`src/rtl/insn_encoder.sv`:
```
// insn_encoder: turns abstract CPU commands into 16-bit instruction words over valid/ready.
// Define INSN_ENC_LONG_EN to enable 2-3 word expansion of wide constants and addresses.
module insn_encoder #(
  parameter logic [5:0] INV_ALU_SEL = 6'h0F
) (
  input  logic        clk,
  input  logic        rst,
  input  logic        cmd_valid,
  output logic        cmd_ready,
  input  logic [2:0]  cmd_op,
  input  logic [15:0] cmd_arg,
  output logic        insn_valid,
  input  logic        insn_ready,
  output logic [15:0] insn,
  output logic        err,
  output logic        busy
);
  typedef enum logic {IDLE, EMIT} state_t;
`ifdef INSN_ENC_LONG_EN
  localparam int N = 3;
`else
  localparam int N = 1;
`endif
  localparam logic [2:0] OP_PUSH = 3'd0, OP_LD = 3'd1, OP_ST = 3'd2, OP_LD1 = 3'd3,
                         OP_ST1 = 3'd4, OP_JMP = 3'd5, OP_CALL = 3'd6;
  localparam logic [15:0] NOT_W = {10'b0111_0000_00, INV_ALU_SEL};
  state_t state, state_n;
  logic [15:0] words [N];
  logic [1:0] cnt;
  logic [15:0] seq [3];
  logic [15:0] push_w, tail;
  logic [1:0] len;
  logic bad, wide, mem_op, accept, fire;
  assign accept = cmd_valid && cmd_ready;
  assign fire = insn_valid && insn_ready;
  assign wide = cmd_arg[15:10] != 6'd0;
  assign mem_op = cmd_op >= OP_LD && cmd_op <= OP_ST1;
  // A negative constant is pushed inverted and restored with NOT, since PUSH only carries 15 bits.
  assign push_w = {1'b1, cmd_arg[15] ? ~cmd_arg[14:0] : cmd_arg[14:0]};
  assign tail = cmd_op == OP_LD ? 16'h7808 : cmd_op == OP_ST ? 16'h780E :
                cmd_op == OP_LD1 ? 16'h7809 : 16'h780F;
  always_comb begin
    seq[0] = cmd_arg;
    seq[1] = NOT_W;
    seq[2] = tail;
    len = 2'd1;
    bad = 1'b0;
    case (cmd_op)
      OP_PUSH: begin
        seq[0] = push_w;
        len = cmd_arg[15] ? 2'd2 : 2'd1;
      end
      OP_LD, OP_ST: begin
        bad = cmd_arg[0];
        seq[0] = 16'h4000 | cmd_arg | {15'd0, cmd_op == OP_ST};
      end
      OP_LD1: seq[0] = 16'h2000 | cmd_arg;
      OP_ST1: seq[0] = 16'h3000 | cmd_arg;
      OP_JMP, OP_CALL: begin
        bad = cmd_arg[0] | (cmd_arg[15:11] != {5{cmd_arg[11]}});
        seq[0] = {4'b0000, cmd_arg[11:1], cmd_op == OP_CALL};
      end
      default: ;
    endcase
    if (mem_op && wide) begin
      seq[0] = push_w;
      seq[1] = cmd_arg[15] ? NOT_W : tail;
      len = cmd_arg[15] ? 2'd3 : 2'd2;
    end
`ifndef INSN_ENC_LONG_EN
    bad = bad | (len != 2'd1);
`endif
  end
  always_comb begin
    state_n = state == IDLE ? ((accept && !bad) ? EMIT : IDLE)
                            : ((fire && cnt == 2'd1) ? IDLE : EMIT);
  end
  always_ff @(posedge clk) begin
    if (rst) state <= IDLE;
    else state <= state_n;
  end
  always_ff @(posedge clk) begin
    if (rst) begin
      cnt <= 2'd0;
      err <= 1'b0;
      for (int i = 0; i < N; i++) words[i] <= 16'd0;
    end else begin
      err <= accept && bad;
      if (accept && !bad) begin
        cnt <= len;
        for (int i = 0; i < N; i++) words[i] <= seq[i];
      end else if (fire) begin
        cnt <= cnt - 2'd1;
`ifdef INSN_ENC_LONG_EN
        words[0] <= words[1];
        words[1] <= words[2];
`endif
      end
    end
  end
  assign cmd_ready = state == IDLE;
  assign busy = !cmd_ready;
  assign insn_valid = state == EMIT;
  assign insn = insn_valid ? words[0] : 16'd0;
endmodule

```
`config.mk`:
```
export PLATFORM = sky130hd
export DESIGN_NAME = insn_encoder
export DESIGN_NICKNAME = d
export VERILOG_FILES = /design/src/rtl/insn_encoder.sv
export SDC_FILE = /design/constraint.sdc
export NUM_CORES = 1
export LEC_CHECK = 0
export CAP_MARGIN = 40
export CELL_PAD_IN_SITES_DETAIL_PLACEMENT = 1
export CELL_PAD_IN_SITES_GLOBAL_PLACEMENT = 2
export CORE_MARGIN = 1.5
export CORE_UTILIZATION = 27
export DETAILED_ROUTE_END_ITERATION = 8
export HOLD_SLACK_MARGIN = 0.12
export PLACE_DENSITY = 0.83
export SLEW_MARGIN = 40
export SYNTH_ARGS = -nofsm -noshare
export SYNTH_HDL_FRONTEND = slang
export SYNTH_SLANG_ARGS = --single-unit
```
`constraint.sdc`:
```
create_clock -name clk -period 2.9 [get_ports clk]
set_input_delay 0.58 -clock clk [delete_from_list [all_inputs] [get_ports clk]]
set_output_delay 0.58 -clock clk [all_outputs]
set_load 0.02 [all_outputs]
```
Word-level counts from Yosys, hierarchy flattened
Memories as Yosys holds them, arrays and structs flattened.
Index checks and enable logic that the tools add are counted.
{ "word_totals": {"register_bits": 4, "latch_bits": 0, "ram_bits": 16, "mem_bits_ro": 0, "in_bits": 23, "output_inout_bits": 20, "word_cells": 59, "mem_count": 1} }
{ "classes": {"n_addsub": 1, "mul": 0, "div": 0, "order_cmp": 2, "n_eq_ne": 9, "n_shift": 0, "mux": 24, "n_bitwise": 5, "n_reduce_logical": 14} }
{ "memory_table": {"columns": ["memory", "depth", "word_bits", "rd", "rd_ports_with_merged_regs", "write_ports", "line_no", "text"], "rows": [
  ["words", 1, 16, 1, 0, 1, "28", "logic [15:0] words [N];"]
]} }
{ "ops": {"columns": ["op", "count"], "rows": [
  ["case mux 16 bit (5 select lines)", 1],
  ["two-way mux 16 bit", 2],
  ["two-way mux 32 bit", 1],
  ["bitwise OR 16 x 1 -> 16 bit", 1],
  ["OR reduction 16 bit", 1],
  ["two-way mux 15 bit", 1],
  ["inverter 15 bit", 1],
  ["two-way mux 12 bit", 1],
  ["two-way mux 2 bit", 5],
  ["== test 3 bit, second input constant", 3],
  ["two-way mux 1 bit", 9],
  ["two-way mux 3 bit", 3],
  ["logical AND 1 bit", 7],
  ["== test 3 x 2 -> 1 bit, second input constant", 2],
  ["nonzero test 6 bit", 1],
  ["!= test 4 bit", 1],
  ["OR reduction 2 bit", 2],
  ["== test 3 x 1 -> 1 bit, second input constant", 1],
  [">= comparator 3 x 1 -> 1 bit, second input constant", 1],
  ["less-or-equal comparator 3 bit, second input constant", 1],
  ["logical NOT 3 bit", 1],
  ["== test 2 x 1 -> 1 bit, second input constant", 1],
  ["!= test 2 x 1 -> 1 bit, second input constant", 1],
  ["bitwise OR 1 bit", 2],
  ["other kinds (5)", 5]
]} }

Logic depth before layout (Yosys ltp)
Gate-level depths: netlist of the first run.
{ "logic_depth": {"word_depth": 13, "mapped_depth": 9, "ltp_nobuf": 7} }

Worst setup path before layout of the first run
Ideal clock, no wire load.
{ "synth_path": {"path_kind": "input -> register", "startpoint": "input port cmd_arg[15]", "endpoint": "memory words[0][0] (enable)", "setup_time_ns": 0.367, "arrival_time_ns": 2.039, "required_ns": 2.533, "slack_ns": 0.494, "cell_stages": 7, "path_buffers": 1, "cell_sequence": "buf_2 inv_1 ha_1 nand2b_1 o211ai_2 and3_2 a21o_1"} }
{ "synth_via": {"elab_chain_cells": 12, "word_cells_on_any_way": 18, "classes_between": "2 x eq/ne; 9 x mux; 2 x bitwise; 5 x reduce/logical"} }
{ "synth_rtl": {"columns": ["item", "line_no", "text"], "rows": [
  ["from (decl)", "11", "input logic [15:0] cmd_arg,"],
  ["nonzero test 6 bit / two-way mux 2 bit (equally long branches)", "36, 51", null],
  ["logical AND 1 bit / two-way mux 2 bit (equally long branches)", "65, 48", null],
  ["two-way mux 2 bit", "65", "if (mem_op && wide) begin"],
  ["!= test 2 x 1 -> 1 bit", "71", "bad = bad | (len != 2'd1);"],
  ["bitwise OR 1 bit (*)", "71", null],
  ["logical NOT 1 bit (*)", "89", "if (accept && !bad) begin"],
  ["logical AND 1 bit (*)", "89", null],
  ["two-way mux 1 bit (*)", "89", null],
  ["two-way mux 1 bit (*)", "83", "if (rst) begin"],
  ["two-way mux 1 bit (implied by the code) (*)", "91", "for (int i = 0; i < N; i++) words[i] <= seq[i];"],
  ["OR reduction 16 bit (no line)", null, null],
  ["two-way mux 1 bit (no line) (*)", null, null],
  ["to (decl)", "28", null]
]} }
Every way passes the cells marked *; elsewhere a longest branch is shown, timed or not.

Final worst setup path of the first run
{ "layout_path": {"startpoint": "input port cmd_op[1]", "endpoint": "memory words[0][4] (enable)"} }
{ "layout_via": {"elab_chain_cells": 13, "word_cells_on_any_way": 23, "classes_between": "2 x order compare; 5 x eq/ne; 7 x mux; 1 x bitwise; 8 x reduce/logical"} }
{ "layout_rtl": {"columns": ["item", "line_no", "text"], "rows": [
  ["from (decl)", "10", "input logic [2:0] cmd_op,"],
  [">= comparator 3 x 1 -> 1 bit / less-or-equal comparator 3 bit (equally long branches)", "37", "assign mem_op = cmd_op >= OP_LD && cmd_op <= OP_ST1;"],
  ["logical AND 1 bit", "37", null],
  ["logical AND 1 bit", "65", null],
  ["two-way mux 2 bit", "65", null],
  ["!= test 2 x 1 -> 1 bit", "71", null],
  ["bitwise OR 1 bit (*)", "71", null],
  ["logical NOT 1 bit (*)", "89", null],
  ["logical AND 1 bit (*)", "89", null],
  ["two-way mux 1 bit (*)", "89", null],
  ["two-way mux 1 bit (*)", "83", null],
  ["two-way mux 1 bit (implied by the code) (*)", "91", null],
  ["OR reduction 16 bit (no line)", null, null],
  ["two-way mux 1 bit (no line) (*)", null, null]
]} }
Marks and branches as above.

==> results.json, run 1 <==
{
  "antenna_found_initial": 0,
  "fin_nets": 222,
  "diodes": 0,
  "crit_fanout": 16,
  "switching_share": 0.2697,
  "portBuffers": 42,
  "hold_start": "cnt[1]",
  "ys_seq_area_frac": 0.4103,
  "worst_r2r_endpoint": "words[0][0]",
  "pwr-share-seq": 0.477,
  "drv_slew": 0,
  "synth_cell_types": 44,
  "syn_nets": 168,
  "hp-class": "flop to flop",
  "synth-seq-cells": 20,
  "r2r_setup_slack_ps": 970,
  "grt_pass1_wl_mm": 5.927,
  "hold_viol": 0,
  "cts_resized": 0,
  "avgViaCountPerCell": 4.627,
  "path_class": "primary input to flop",
  "grt_max_degree": 22,
  "yosysWarningCount": 0,
  "cp_slowest_stage_delay_ps": 550,
  "rsz0062_at_grt": "false",
  "worst_slew_pin_slew_ps": 601.6,
  "status": "finished, final reports clean",
  "powerDensity_nw_per_um2": 362.9,
  "p_int_mw": 0.5225,
  "hold_path_depth": 2,
  "vias": 1217,
  "timing.rr.start": "busy",
  "r2r.worst_path.cells": 4,
  "peakVddDrop_v": 0.0001611,
  "avgSynthCellArea_sq_um": 9.555,
  "coreArea_sq_um": 4786,
  "grtUsageTotal": 0.1369,
  "die-area_sq_um": 5496,
  "num_rows": 25,
  "drv_cap": 0,
  "slew_headroom": 0.5989,
  "dpl.hpwl_mm": 2.897,
  "power_switching_mw": 0.1930,
  "die_h_microns": 74.14,
  "wl_mm": 3.605,
  "pin_count": 43,
  "clkPwrFrac": 0.255,
  "setup_viol": 0,
  "grt_overflow": 0,
  "worstPathRequired_ps": 2820,
  "synthCells": 143,
  "period_needed_ps": 2569,
  "tns_ps": 0,
  "period_share": 0.8858,
  "finalClockSkew_ps": 6.588,
  "gp_congestion": 0.8677,
  "leakagePower_nw": 0.7445,
  "drt_iter0_markers": 38,
  "final_layout_size_suffix_gt1_frac": 0.1480,
  "areaGrowthSynthToFinish_pct": 44.32,
  "fp.dieW_microns": 74.14,
  "grt_pass1_vias": 1328,
  "drt_pass1_iterations": 4,
  "clock_sinks": 20,
  "h-tree-depth": 1,
  "pwr-share-comb": 0.268,
  "cts.path.max_buffers": 2,
  "cts_tree": "yes",
  "p_total_mw": 0.7155,
  "drc": 0,
  "start_util": 0.2855,
  "cts_setup_buffers": 0,
  "cts_made_buffers": 3,
  "clkLatencyLatePin_ps": 260,
  "wl_per_cell_microns": 13.71,
  "slowest_stage": "clkdlybuf4s50_1",
  "cp_data_arrival_time_ps": 2490,
  "ant_nets": 0,
  "start_kind": "primary input",
  "cts_root_buf": "clkbuf_8",
  "mappedNetlistArea_sq_um": 1366,
  "fmax_mhz": 389.3,
  "place_area_sq_um": 1927,
  "crit_chain": "clkdlybuf4s50_1 -> or2_2 -> or3_1 -> and3_2 -> a21o_1",
  "clk_pin_slew_worst_paths_ps": 70,
  "end_kind": "flop",
  "fin_area_sq_um": 1972,
  "hold_path_end": "cnt[1]",
  "cts_hold_buf": 0
}
-- synthesized netlist by cell type --
| master | count | area share |
|---|---|---|
| nor2_1 | 17 | 0.047 |
| clkbuf_1 | 2 | 0.0055 |
| a211oi_2 | 1 | 0.0092 |
| xor2_1 | 11 | 0.071 |
| or3_4 | 1 | 0.0082 |
| and3_2 | 1 | 0.0055 |
| nand2b_1 | 1 | 0.0046 |
| a21o_1 | 1 | 0.0055 |
| a221oi_1 | 1 | 0.0064 |
| a211oi_1 | 1 | 0.0055 |
| nor3_1 | 4 | 0.015 |
| dfxtp_1 | 4 | 0.059 |
| nor2b_1 | 5 | 0.023 |
| mux2i_1 | 2 | 0.015 |
| a211o_2 | 1 | 0.0073 |
| a22o_1 | 1 | 0.0064 |
| nor2_4 | 1 | 0.0082 |
| o21ai_1 | 1 | 0.0037 |
| ha_1 | 2 | 0.018 |
| a21boi_0 | 1 | 0.0055 |
| inv_1 | 5 | 0.014 |
| nor3_2 | 1 | 0.0073 |
| or2_2 | 1 | 0.0046 |
| o31ai_1 | 2 | 0.011 |
| or3_1 | 4 | 0.018 |
| o21a_1 | 2 | 0.011 |
| a21oi_1 | 3 | 0.011 |
| a211o_1 | 1 | 0.0064 |
| a31oi_1 | 2 | 0.0092 |
| buf_6 | 3 | 0.025 |
| nor4b_1 | 1 | 0.0064 |
| nand4_4 | 1 | 0.016 |
| nor4_2 | 1 | 0.0092 |
| buf_4 | 1 | 0.0055 |
| o22a_1 | 1 | 0.0064 |
| o211ai_2 | 1 | 0.0092 |
| and2_1 | 17 | 0.078 |
| nand4_1 | 1 | 0.0046 |
| nand2_1 | 10 | 0.027 |
| o211ai_1 | 1 | 0.0055 |
| o21ai_0 | 5 | 0.018 |
| a311oi_1 | 1 | 0.0064 |
| edfxtp_1 | 16 | 0.35 |
| buf_2 | 3 | 0.011 |
-- layer usage --
layer	GRT usage	routed length (microns)	up-vias
li1	-	-	610
met1	0.1647	1550	559
met2	0.2589	1828	46
met3	0.02304	218	2
met4	0.01852	8	0
met5	0	0	-
-- power groups by stage --
| stage | clock network (mW) | logic, mW | registers (mW) |
|---|---|---|---|
| floorplan | 0 | 0.101 | 0.345 |
| global placement | 0 | 0.186 | 0.347 |
| detailed placement | 0 | 0.192 | 0.349 |
| CTS | 0.184 | 0.194 | 0.342 |
| global route | 0.202 | 0.210 | 0.345 |
| finish | 0.182 | 0.192 | 0.341 |
-- kinds of logic after synthesis --
| group | after synthesis | share of synthesized area |
|---|---|---|
| adders and majority gates | 2 | 0.01831 |
| muxes | 2 | 0.01465 |
| AOI/OAI and AO/OA | 27 | 0.1438 |
| DFF | 20 | 0.4103 |
| buffers and inverters | 14 | 0.06044 |
| and+or+nand+nor | 67 | 0.2821 |
| xor gates and xnor gates | 11 | 0.07051 |
-- worst max-delay path, delay by kind of cell --
family | cells | cell delay, ps
compound gates | 1 | 370
buf+inv | 1 | 550
simple gates | 3 | 990
-- cell type report --
class	instances	area, sq um
Tap cell	67	83.83
Sequential cell	20	560.5
Multi-Input combinational cell	109	723.2
Clock buffer	3	41.29
Clock inverter	1	3.754
Inverter	5	18.77
Timing Repair Buffer	58	540.5
Fill cell	569	2814
-- cells in the final DEF, fill, tap and decap left out, types with 2 or more instances in the layout --
| master | Yosys | routed |
|---|---|---|
| a31oi_1 | 2 | 2 |
| ha_1 | 2 | 2 |
| nor3_1 | 4 | 4 |
| o31ai_1 | 2 | 2 |
| inv_1 | 5 | 5 |
| xor2_1 | 11 | 11 |
| buf_4 | 1 | 16 |
| nor2b_1 | 5 | 5 |
| and2_1 | 17 | 17 |
| o21a_1 | 2 | 2 |
| nand2_1 | 10 | 10 |
| clkdlybuf4s50_1 | 0 | 42 |
| clkbuf_8 | 0 | 3 |
| o21ai_0 | 5 | 5 |
| nor2_1 | 17 | 17 |
| or3_1 | 4 | 4 |
| a21oi_1 | 3 | 3 |
| dfxtp_1 | 4 | 4 |
| mux2i_1 | 2 | 2 |
| edfxtp_1 | 16 | 16 |
-- state kept, by name, indices dropped and copies added (netlist names) --
signal / count
words: 16
cnt: 2
err: 1
busy: 1
-- how the worst max path moves through the flow --
stage           startpoint            to  slack (ps)  cells past startpoint
6_report         cmd_op[1]   words[0][4]         330                      5
5_1_grt        cmd_arg[12]   words[0][4]         210                      6
4_1_cts          cmd_op[1]  words[0][15]         310                      5
3_5_place_dp     cmd_op[1]   words[0][5]          30                      5
3_3_place_gp   cmd_arg[11]   words[0][5]         110                      6
2_1_floorplan  cmd_arg[15]   words[0][0]         490                      7
-- through the flow --
step / hold WS (ps) / instances / setup slack, ps / utilization
after floorplan: 530.0 / 143 / 494.4 / -
after CTS: 611.0 / 263 / 307.4 / 0.4120
after global placement: 561.2 / 259 / 107.7 / 0.4026
after global routing: 612.0 / 263 / 209.4 / 0.4120
final: 599.5 / 263 / 331.1 / 0.4120
after detailed placement: 597.2 / 259 / 33.57 / 0.4026
No activity file was read; power rests on OpenSTA's default activity.
==> inputs of run 2 (changes only) <==
--- a/config.mk
+++ b/config.mk
@@ -9,4 +9,5 @@
 export CELL_PAD_IN_SITES_DETAIL_PLACEMENT = 1
 export CELL_PAD_IN_SITES_GLOBAL_PLACEMENT = 2
+export CORE_ASPECT_RATIO = 0.9
 export CORE_MARGIN = 1.5
 export CORE_UTILIZATION = 27
==> constraint.sdc (replaced) <==
create_clock -name clk -period 2.9 [get_ports clk]
set_input_delay 0.58 -clock clk [delete_from_list [all_inputs] [get_ports clk]]
set_output_delay 0.58 -clock clk [all_outputs]
set_load 0.005 [all_outputs]
==> results.json, run 2 (synthesized netlist as in run 1, its figures left out) <==
{
  "final_common_cell": "clkdlybuf4s50_1",
  "fin_nets": 216,
  "drt-met1-wl_mm": 1.616,
  "die_h_microns": 70.49,
  "wl_per_cell_microns": 13.51,
  "route.met2.wl_mm": 1.595,
  "h-tree-depth": 1,
  "dpl.hpwl_mm": 2.752,
  "drc": 0,
  "placedCellCount": 251,
  "finalClockSkew_ps": 2.668,
  "grt_overflow": 0,
  "place_area_sq_um": 1892,
  "fp.dieW_microns": 77.99,
  "cts_resized": 0,
  "tns_ps": 0,
  "setup_viol": 0,
  "slew_headroom": 0.6566,
  "start_util": 0.2809,
  "areaGrowthSynthToFinish_pct": 42.49,
  "drv_slew": 0,
  "crit_chain": "clkdlybuf4s50_1 -> or3_1 -> nor4_2 -> or3_4 -> and3_2 -> a21o_1 -> buf_12",
  "clkLatencyLatePin_ps": 260,
  "cp_data_arrival_time_ps": 2480,
  "cts_made_buffers": 3,
  "multi_input_area_sq_um": 723.2,
  "hp-class": "flop to flop",
  "worstPathRequired_ps": 2870,
  "die-area_sq_um": 5497,
  "dr.max_layer_used": "met4",
  "cts.path.max_buffers": 2,
  "cts_root_buf": "clkbuf_8",
  "vias": 1192,
  "crit_fanout": 16,
  "drt_pass1_iterations": 4,
  "cp_slowest_stage_delay_ps": 510,
  "drt_iter0_markers": 56,
  "grt_max_degree": 22,
  "wl_met3_microns": 205,
  "final_layout_size_suffix_gt1_frac": 0.1263,
  "grt_pass1_wl_mm": 5.913,
  "regMostFlops": "words",
  "period_needed_ps": 2511,
  "clk_pin_slew_worst_paths_ps": 70,
  "num_rows": 24,
  "reg_top3": "words: 16 flops, cnt: 2 flops",
  "gp_congestion": 0.8392,
  "largest_reg_flops": 16,
  "mostFrequentLayoutCells": "42 x clkdlybuf4s50_1, 17 x and2_1, 17 x nor2_1",
  "cts_tree": "yes",
  "rsz0062_at_grt": "false",
  "grt_pass1_vias": 1288,
  "ff_latch_area_sq_um": 560.5,
  "wl_mm": 3.444,
  "status": "finished, final reports clean",
  "worst_slew_pin_slew_ps": 514.3,
  "fin_cells": 255,
  "portBuffers": 42,
  "leakagePower_nw": 0.7259,
  "fmax_mhz": 398.3,
  "start_kind": "primary input",
  "avgViaCountPerCell": 4.675,
  "antenna_found_initial": 0,
  "coreArea_sq_um": 4865,
  "grtUsageTotal": 0.1337,
  "end_kind": "flop",
  "cts_setup_buffers": 0,
  "hold_viol": 0,
  "pin_count": 43,
  "clock_sinks": 20,
  "fin_area_sq_um": 1947,
  "period_share": 0.8658,
  "peakVddDrop_v": 0.0001327,
  "n_fill_cell": 579,
  "drv_cap": 0,
  "cts_hold_buf": 0,
  "powerDensity_nw_per_um2": 371.5,
  "slowest_stage": "or3_1",
  "diodes": 0,
  "ant_nets": 0,
  "path_class": "primary input to flop"
}
[run 2: final timing paths]
kind	start	to	slack, ps	depth (start not counted)
max	cmd_arg[11]	words[0][8]	390	7
min	cnt[0]	cnt[0]	590	2
max reg2reg	busy	words[0][8]	1110	5
min reg2reg	cnt[0]	cnt[0]	590	2
[run 2: metrics by stage]
stage	setup slack, ps	hold WS, ps	util	total power [mW]
2_1_floorplan	494.4	530.0	-	0.4330
4_1_cts	375.7	601.4	0.4002	0.7307
3_3_place_gp	195.3	549.1	0.3889	0.5145
5_1_grt	282.1	666.3	0.4002	0.7638
3_5_place_dp	107.4	574.5	0.3889	0.5209
6_report	389.1	589.1	0.4002	0.7232
[run 2: routing by layer]
| layer | up-vias | track usage |
|---|---|---|
| li1 | 594 | - |
| met1 | 551 | 0.1687 |
| met2 | 44 | 0.2290 |
| met3 | 3 | 0.02614 |
| met4 | 0 | 0.04167 |
| met5 | - | 0 |
[run 2: cell type report]
type,count,share of cell area
Multi-Input combinational cell,109,0.3715
Sequential cell,20,0.2879
Timing Repair Buffer,52,0.2609
Tap cell,65,0.04177
Clock buffer,4,0.02828
Inverter,5,0.009640
[run 2: worst max-delay path: cells and delay by family]
family / cells / cell delay, ps
compound gates: 1 / 160
buf+inv: 2 / 650
simple gates: 4 / 1090
[run 2: power breakdown]
group          switching, mW  internal, mW
clock                 0.0902         0.121
combinational         0.0788        0.0928
sequential           0.00972         0.331
total                  0.179         0.545
